File: config.mk
export PLATFORM = sky130hd
export DESIGN_NAME = bcd_freq_meter
export DESIGN_NICKNAME = d
export VERILOG_FILES = /design/src/rtl/bcd_freq_meter.sv
export SDC_FILE = /design/constraint.sdc
export NUM_CORES = 1
export LEC_CHECK = 0
export CELL_PAD_IN_SITES_DETAIL_PLACEMENT = 1
export CELL_PAD_IN_SITES_GLOBAL_PLACEMENT = 2
export CORE_MARGIN = 2
export CORE_UTILIZATION = 39
export CTS_BUF_LIST = sky130_fd_sc_hd__clkbuf_4
export DETAILED_ROUTE_END_ITERATION = 10
export GPL_ROUTABILITY_DRIVEN = 0
export HOLD_SLACK_MARGIN = 0.08
export PLACE_DENSITY_LB_ADDON = 0.1
export SLEW_MARGIN = 5
export SYNTH_ARGS = -nofsm -noshare
export SYNTH_HDL_FRONTEND = slang
export SYNTH_SLANG_ARGS = --single-unit
File: constraint.sdc
create_clock -name clk -period 3.6 [get_ports clk]
set_input_delay 0.72 -clock clk [delete_from_list [all_inputs] [get_ports clk]]
set_output_delay 0.72 -clock clk [all_outputs]
set_load 0.1 [all_outputs]
File: src/rtl/bcd_freq_meter.sv
`default_nettype none
// ============================================================================
// bcd_freq_meter : counts sig_in rising edges per GATE_CYCLES window, packed BCD
// Revision       : 1.0
// ============================================================================
module bcd_freq_meter #(
  parameter int GATE_CYCLES = 50_000_000,
  parameter int DIGITS      = 8
) (
  input  logic                clk,
  input  logic                reset,
  input  logic                sig_in,
  input  logic                hold,
  output logic [4*DIGITS-1:0] bcd_cnt,
  output logic                cnt_valid,
  output logic                overflow
);

  localparam int                   c_timer_w    = $clog2(GATE_CYCLES);
  localparam logic [c_timer_w-1:0] c_timer_last = c_timer_w'(GATE_CYCLES - 1);

  logic                 r_sync1;
  logic                 r_sync2;
  logic                 r_edge_d;
  logic                 r_pulse;
  logic [c_timer_w-1:0] r_timer;
  logic [4*DIGITS-1:0]  r_work;
  logic                 r_sticky;

  logic [DIGITS:0]      w_carry;
  logic [4*DIGITS-1:0]  w_inc;
  logic [4*DIGITS-1:0]  w_next_work;
  logic                 w_sat;
  logic                 w_next_sticky;
  logic                 w_term;

  assign w_carry[0] = r_pulse;

  // Single-cycle ripple carry across all digits.
  generate
    for (genvar g = 0; g < DIGITS; g++) begin : g_digit
      logic [3:0] w_d;
      assign w_d                = r_work[4*g +: 4];
      assign w_inc[4*g +: 4]    = !w_carry[g] ? w_d :
                                  (w_d == 4'd9) ? 4'd0 : w_d + 4'd1;
      assign w_carry[g+1]       = w_carry[g] && (w_d == 4'd9);
    end
  endgenerate

  // A carry out of the top digit means all nines: hold there and flag it.
  assign w_sat         = w_carry[DIGITS];
  assign w_next_work   = w_sat ? r_work : w_inc;
  assign w_next_sticky = r_sticky | w_sat;
  assign w_term        = (r_timer == c_timer_last);

  always_ff @(posedge clk or posedge reset) begin
    if (reset) begin
      r_sync1   <= 1'b0;
      r_sync2   <= 1'b0;
      r_edge_d  <= 1'b0;
      r_pulse   <= 1'b0;
      r_timer   <= '0;
      r_work    <= '0;
      r_sticky  <= 1'b0;
      bcd_cnt   <= '0;
      cnt_valid <= 1'b0;
      overflow  <= 1'b0;
    end else begin
      r_sync1   <= sig_in;
      r_sync2   <= r_sync1;
      r_edge_d  <= r_sync2;
      r_pulse   <= r_sync2 & ~r_edge_d;
      cnt_valid <= 1'b0;
      if (w_term) begin
        // Increment due in the terminal cycle belongs to the closing window.
        r_timer  <= '0;
        r_work   <= '0;
        r_sticky <= 1'b0;
        if (!hold) begin
          bcd_cnt   <= w_next_work;
          overflow  <= w_next_sticky;
          cnt_valid <= 1'b1;
        end
      end else begin
        r_timer  <= r_timer + c_timer_w'(1);
        r_work   <= w_next_work;
        r_sticky <= w_next_sticky;
      end
    end
  end

endmodule
`default_nettype wire

# Yosys cells after proc, flatten, opt, wreduce, memory -nomap -nowiden
# Cells that the tools add are included.
# totals
reg_bits	97
word_cells	63
# op_classes
add_sub_neg	9
n_eq_ne	9
n_mux	22
bitwise	4
reduce_logical	9
# op_table
cell	n
32-bit two-way mux	2
4-bit two-way mux	16
4-bit by 1-bit adder with 4-bit output (second input constant)	8
4-bit equality test (second input constant)	8
26-bit by 1-bit adder with 26-bit output (second input constant)	1
26-bit equality test (second input constant)	1
26-bit two-way mux	1
1-bit logical AND	8
1-bit two-way mux	3
1-bit NOT	2
2-bit AND reduction	1
1-bit AND	1
1-bit OR	1

# Longest topological paths before layout
# Gate-level depths: netlist of run 1.
# logic_depth
word_depth	11
ltp_mapped	7
depth_no_buf	6

# Least setup slack after synthesis of run 1
# No wires, ideal clock.
# synth_timing
path_kind	register to register
start	register r_timer[9]
end	register bcd_cnt[7]
setup_ps	132
arrival_time_ps	1750
required_time_ps	3468
path_slack_ps	1717
stages_incl_launch_ff	7
n_path_buf	1
cell_sequence	dfrtp_1 -> or4_4 -> nor4_4 -> nand4_2 -> buf_2 -> nand2_1 -> o31ai_2
# synth_between
elab_chain_len	2
# synth_rtl
element	line_no	source
start, declared	26	logic [c_timer_w-1:0] r_timer;
start signal, assigned	85	r_timer <= r_timer + c_timer_w'(1);
26-bit equality test	54	assign w_term = (r_timer == c_timer_last);
2-bit AND reduction (no source line)	n/a	
end signal, assigned	80	bcd_cnt <= w_next_work;
end, declared	14	output logic [4*DIGITS-1:0] bcd_cnt,
# Every way passes these cells.
# A chain may end at the register's enable or synchronous reset.

# Final worst setup path of run 1
# layout_timing
start	register bcd_cnt[8]
end	output bcd_cnt[8]
# No word-level cell between the ends.

==> results of run 1 <==
-- routing by layer --
| layer | vias up | track usage (%) | share of wire (%) |
|---|---|---|---|
| li1 | 1692 | - | - |
| met1 | 1710 | 24.0 | 48 |
| met2 | 33 | 29.0 | 48 |
| met3 | 10 | 3.86 | 2.4 |
| met4 | 0 | 4.88 | 1.1 |
| met5 | - | 0 | 0 |
-- cell usage after synthesis (3+ instances only) --
library cell	instances	area [sq um]
o21ai_1	19	95.1
and2_1	4	25.0
o21ai_0	14	70.1
nor2b_1	7	43.8
inv_1	13	48.8
nand2_1	53	199
and4_1	6	52.6
dfrtp_1	97	2430
and4bb_2	5	62.6
nor3b_1	3	22.5
o31ai_2	5	62.6
nor4_1	3	18.8
buf_2	10	50.1
and3_1	7	43.8
a22o_1	3	26.3
a21oi_1	11	55.1
buf_4	5	37.5
nor3_1	18	90.1
nand3_1	22	110
nor2_1	54	203
mux2i_1	10	100
a31oi_1	3	18.8
nand4_1	10	62.6
xnor2_1	15	131
xor2_1	18	158
-- through the flow --
step	hold WS (ns)	setup slack, ns	cell area (sq um)	instances
finish	0.366	0.879	5300	643
global route	0.391	0.789	5300	643
CTS	0.369	0.827	5300	643
detailed placement	0.346	1.33	5120	628
global placement	0.344	1.37	5120	628
floorplan	0.331	0.346	4630	461
-- layout make-up --
type / instances / area, sq um / area share (%)
clock buffer: 9 / 67.6 / 1.28
clock inverter: 6 / 108 / 2.03
inverter: 14 / 55.1 / 1.04
multi-input combinational: 332 / 2040 / 38.5
sequential: 97 / 2430 / 45.8
tap: 143 / 179 / 3.38
timing repair buffer: 42 / 420 / 7.94
-- placed cells by master, fill, tap and decap left out, types with 4 or more instances in the layout --
cell type	count
and2_1	4
inv_1	12
dfrtp_1	97
xnor2_1	15
mux2i_1	10
nand3_1	22
nand4_1	10
and4bb_2	5
o21ai_1	19
nor3_1	18
a21oi_1	11
o21ai_0	14
and3_1	7
nor2b_1	7
nand2_1	53
buf_4	4
o31ai_2	5
xor2_1	18
nor2_1	54
and4_1	6
clkdlybuf4s50_1	37
clkbuf_4	9
-- power by group --
part | total [mW] | internal (mW) | switching, mW | leakage (nW)
Sequential | 1.22 | 1.14 | 0.0825 | 1.32
Combinational | 0.225 | 0.0878 | 0.137 | 0.862
Clock | 0.713 | 0.346 | 0.368 | 0.0918
-- logic make-up after synthesis --
family | share of synthesized area [%]
multiplexers | 2.16
AND/OR/NAND/NOR | 25.1
XOR/XNOR | 6.25
buffers and inverters | 3.43
AO/OA/AOI/OAI | 10.3
flip-flops | 52.5
adder cells (fa/ha/maj) | 0.270
-- registers in the layout, summed over array words and instances (netlist names) --
register / flops
r_pulse: 1
r_work: 32
r_sync2: 1
overflow: 1
r_timer: 26
r_edge_d: 1
r_sticky: 1
cnt_valid: 1
bcd_cnt: 32
r_sync1: 1
-- worst max path at each step --
stage | from | depth (start not counted) | to | slack, ns
2_1_floorplan | reset | 1 | bcd_cnt[0] | 0.35
4_1_cts | bcd_cnt[3] | 1 | bcd_cnt[3] | 0.83
6_report | bcd_cnt[8] | 1 | bcd_cnt[8] | 0.88
3_5_place_dp | hold | 7 | bcd_cnt[21] | 1.33
3_3_place_gp | hold | 7 | bcd_cnt[29] | 1.37
5_1_grt | bcd_cnt[3] | 1 | bcd_cnt[3] | 0.79
==> impl_metrics.env, run 1 <==
export IMPL_slowest_delay_ns=1.14
export IMPL_die_area_sq_um=12800
export IMPL_min_period_ns=2.72
export IMPL_die_x_microns=113
export IMPL_p_per_area_nw_per_um2=408
export IMPL_first_iter_violations=121
export IMPL_nFillCells=1304
export IMPL_clk_latency_ns=0.46
export IMPL_drc=4
export IMPL_tightestPinTransition_ns=0.972
export IMPL_cts_resized=0
export IMPL_row_count=39
export IMPL_whs_path_depth=0
export IMPL_grt_pass1_wl_microns=18000
export IMPL_post_cts_setup_buffer_count=0
export IMPL_grtUsageTotal_pct=17.7
export IMPL_crit_required_ns=2.88
export IMPL_grt_ovfl_total=0
export IMPL_clockBufferDepth=2
export IMPL_setup_viol=0
export IMPL_worstHoldEndpoint="r_sync2"
export IMPL_synth_edff_count=0
export IMPL_n_antenna_cell=0
export IMPL_syn_area_sq_um=4630
export IMPL_seq_area_frac_synth_pct=52.5
export IMPL_numCtsBuffers=9
export IMPL_fin_nets=501
export IMPL_synth_cells=461
export IMPL_ff2ff_path_depth=7
export IMPL_critPathLaunchType="flop"
export IMPL_cts_tree="yes"
export IMPL_leakagePower_nw=2.27
export IMPL_port_buffer_count=37
export IMPL_wl_per_cell_microns=16.1
export IMPL_fin_crit_sh_pct=75.6
export IMPL_first_global_vias=3619
export IMPL_crit_buf_inv=1
export IMPL_async_flop_share_pct=100
export IMPL_clkTransAtPathRegs_ns=0.16
export IMPL_rsz0062_at_grt="false"
export IMPL_final_util_pct=46.0
export IMPL_initial_core_util_pct=40.2
export IMPL_fp_dieH_microns=113
export IMPL_finalHoldViolCount=0
export IMPL_yosysWarnings=0
export IMPL_critical_path_class="reg -> out"
export IMPL_dr_pass1_iters=7
export IMPL_syn_area_per_cell_sq_um=10.0
export IMPL_coreArea_sq_um=11500
export IMPL_arrival_ns=2.00
export IMPL_synth_seq_cells=97
export IMPL_synth_cell_type_count=59
export IMPL_h_tree_depth=3
export IMPL_max_slew_margin_pct=35.0
export IMPL_synthToLayoutAreaGrowth_pct=14.5
export IMPL_drv_slew=0
export IMPL_peakVddDrop_mv=0.280
export IMPL_max_freq_mhz=368
export IMPL_io_pins=38
export IMPL_num_vias=3445
export IMPL_timing_max_cap_violations=0
export IMPL_antenna_found_initial=0
export IMPL_cts_sinks=97
export IMPL_finClkSkew_ns=0.0187
export IMPL_detail_route_antenna_nets=0
export IMPL_hold_class="reg -> reg"
export IMPL_r2r_slack_ns=1.41
export IMPL_worstReg2RegStart="r_timer[9]"
export IMPL_routed_wirelength_microns=10300
export IMPL_clk_root_buffer_cell="clkbuf_4"
export IMPL_drive_gt1_share_pct=8.20
export IMPL_grt_start_max_net_pins=62
export IMPL_fin_tns_setup_ns=0
export IMPL_worst_setup_path_end_kind="output pin"
export IMPL_critical_path_max_fanout=2
export IMPL_min_from="r_sync1"
export IMPL_status="finished with violations"
export IMPL_crit_chain="clkdlybuf4s50_1"
export IMPL_critPathTopFamily="buffers and inverters"
export IMPL_cpMaxStageDelayCell="clkdlybuf4s50_1"
export IMPL_rr_endpoint="bcd_cnt[21]"
export IMPL_avgViaCountPerCell=5.36
export IMPL_ctsHoldBuffers=0
export IMPL_finalPower_mw=2.16
export IMPL_violations="DRC"
export IMPL_syn_nets=466
export IMPL_ys_flop_type="dfrtp_1"
export IMPL_hpwl_microns=7290
Note: power is estimated with default switching activity, not from simulation.
==> run 2, diff against run 1 <==
--- a/config.mk
+++ b/config.mk
@@ -8,7 +8,7 @@
 export CELL_PAD_IN_SITES_DETAIL_PLACEMENT = 1
 export CELL_PAD_IN_SITES_GLOBAL_PLACEMENT = 2
 export CORE_MARGIN = 2
-export CORE_UTILIZATION = 39
+export CORE_UTILIZATION = 35
 export CTS_BUF_LIST = sky130_fd_sc_hd__clkbuf_4
 export DETAILED_ROUTE_END_ITERATION = 10
 export GPL_ROUTABILITY_DRIVEN = 0
==> constraint.sdc (replaced) <==
create_clock -name clk -period 2.2 [get_ports clk]
set_input_delay 0.44 -clock clk [delete_from_list [all_inputs] [get_ports clk]]
set_output_delay 0.44 -clock clk [all_outputs]
set_load 0.1 [all_outputs]
==> run 2 against run 1 <==
The run now ends clean; clock skew is 0.0044 ns higher; global-route usage is 1.1 points lower; sequential power is 61% higher; sequential cell count stayed put; worst hold slack better by 0.0070 ns; total power is 58% higher; first-iteration DRC count is 12% lower; worst setup slack worse by 0.74 ns; core utilization is 4.8 points lower.
==> impl_metrics.env, run 2 (synthesized netlist as in run 1, its figures left out) <==
export IMPL_detail_route_antenna_nets=0
export IMPL_hpwl_microns=7630
export IMPL_io_pins=38
export IMPL_layout_commonest_cell="dfrtp_1"
export IMPL_max_slew_margin_pct=65.6
export IMPL_grtUsageTotal_pct=16.6
export IMPL_min_period_ns=2.06
export IMPL_cpMaxStageDelayCell="dfrtp_1"
export IMPL_crit_chain="nor3b_1 -> nand4_2 -> o31ai_2 -> buf_4 -> xor2_1 -> o21ai_1"
export IMPL_leakagePower_nw=2.41
export IMPL_slowest_delay_ns=0.46
export IMPL_first_global_vias=3701
export IMPL_synthToLayoutAreaGrowth_pct=16.5
export IMPL_finalHoldViolCount=0
export IMPL_final_util_pct=41.2
export IMPL_drv_slew=0
export IMPL_nFillCells=1483
export IMPL_tightestPinTransition_ns=0.516
export IMPL_fin_nets=518
export IMPL_die_x_microns=119
export IMPL_critical_path_max_fanout=8
export IMPL_clk_root_buffer_cell="clkbuf_4"
export IMPL_wl_per_cell_microns=15.8
export IMPL_p_per_area_nw_per_um2=635
export IMPL_fin_tns_setup_ns=0
export IMPL_setup_viol=0
export IMPL_timing_max_cap_violations=0
export IMPL_clk_latency_ns=0.45
export IMPL_critical_path_class="reg -> reg"
export IMPL_h_tree_depth=3
export IMPL_finClkSkew_ns=0.0231
export IMPL_worstReg2RegStart="r_work[29]"
export IMPL_fin_ws_ns=0.139
export IMPL_grt_pass1_wl_microns=18700
export IMPL_numCtsBuffers=9
export IMPL_num_vias=3546
export IMPL_pre_cts_ws_ns=0.0701
export IMPL_initial_core_util_pct=35.4
export IMPL_die_area_sq_um=14200
export IMPL_fp_dieH_microns=119
export IMPL_peakVddDrop_mv=0.311
export IMPL_status="finished, final reports clean"
export IMPL_avgViaCountPerCell=5.10
export IMPL_grt_start_max_net_pins=98
export IMPL_rsz0062_at_grt="true"
export IMPL_fin_crit_sh_pct=93.7
export IMPL_drc=0
export IMPL_coreArea_sq_um=13100
export IMPL_placedCellCount=678
export IMPL_port_buffer_count=37
export IMPL_routed_wirelength_microns=11000
export IMPL_reg_largest_list="bcd_cnt (32), r_work (32), r_timer (26)"
export IMPL_fin_cells=695
export IMPL_multi_input_area_sq_um=2050
export IMPL_drive_gt1_share_pct=18.0
export IMPL_clockBufferDepth=2
export IMPL_crit_start="r_work[29]"
export IMPL_max_freq_mhz=485
export IMPL_worst_setup_path_end_kind="flop"
export IMPL_first_iter_violations=107
export IMPL_crit_required_ns=2.54
export IMPL_row_count=42
export IMPL_arrival_ns=2.40
export IMPL_grt_ovfl_total=0
export IMPL_critPathLaunchType="flop"
export IMPL_hold_class="reg -> reg"
export IMPL_clkTransAtPathRegs_ns=0.15
export IMPL_cts_sinks=97
export IMPL_holdWs_ns=0.373
export IMPL_seq_area_sq_um=2430
export IMPL_antenna_found_initial=1
export IMPL_min_from="r_sync1"
export IMPL_dr_pass1_iters=4
export IMPL_layout_common_cells="dfrtp_1 (97), nor2_1 (54), nand2_1 (53), buf_4 (52), nand3_1 (22)"
export IMPL_cts_tree="yes"
[run 2: changes by cell type in the layout (fill, tap and decap cells not counted), moves of 2 or more]
cell	before	now
clkinv_2	2	0
bufinv_16	3	1
buf_12	1	3
buf_4	4	52
clkbuf_4	9	13
clkdlybuf4s50_1	37	3
[run 2: metal layers]
metal	wire [microns]	share of wire, %	GRT usage (%)	up-vias
li1	-	-	-	1732
met1	5300	48	22.0	1762
met2	5210	48	27.2	38
met3	277	2.5	3.30	14
met4	173	1.6	5.58	0
met5	0	0	0	-
[run 2: final timing paths]
| path | slack (ns) | endpoint | cells past startpoint |
|---|---|---|---|
| max in group asynchronous | 1.33 | r_work[27] | 3 |
| min in group asynchronous | 0.48 | bcd_cnt[6] | 3 |
| worst max register to register | 0.14 | bcd_cnt[0] | 6 |
| worst min-delay path | 0.37 | r_sync2 | 0 |
| worst min register to register | 0.37 | r_sync2 | 0 |
| worst max-delay path | 0.14 | bcd_cnt[0] | 6 |
[run 2: layout make-up]
cell class | count | area share [%]
Sequential cell | 97 | 45.0
Multi-Input combinational cell | 332 | 38.1
Timing Repair Buffer | 59 | 9.12
Tap cell | 176 | 4.09
Clock buffer | 13 | 1.81
Inverter | 14 | 1.04
Clock inverter | 3 | 0.766
Antenna cell | 1 | 0.0464
[run 2: per-stage QoR]
stage	total power, mW	area, sq um
final	3.42	5390
after global routing	3.63	5390
after CTS	3.48	5370
after detailed placement	2.47	5230
after global placement	2.45	5230
after floorplan	2.30	4630
[run 2: repair_timing]
action / in CTS / in global routing
hold buffers: 0 / 0
setup endpoints to repair: 0 / 5
buffers inserted: 0 / 0
gates resized for setup: 0 / 3
[run 2: report_power, final]
part | internal, mW | total [mW] | switching, mW
combinational | 0.190 | 0.471 | 0.281
clock | 0.396 | 0.990 | 0.594
sequential | 1.87 | 1.96 | 0.0949
[run 2: worst max-delay path: cells and delay by family, from the launching register on]
kind | cells | cell delay [ns]
AOI/OAI and AO/OA | 2 | 0.42
xor gates and xnor gates | 1 | 0.22
buffers and inverters | 1 | 0.17
DFF | 1 | 0.46
and+or+nand+nor | 2 | 0.68
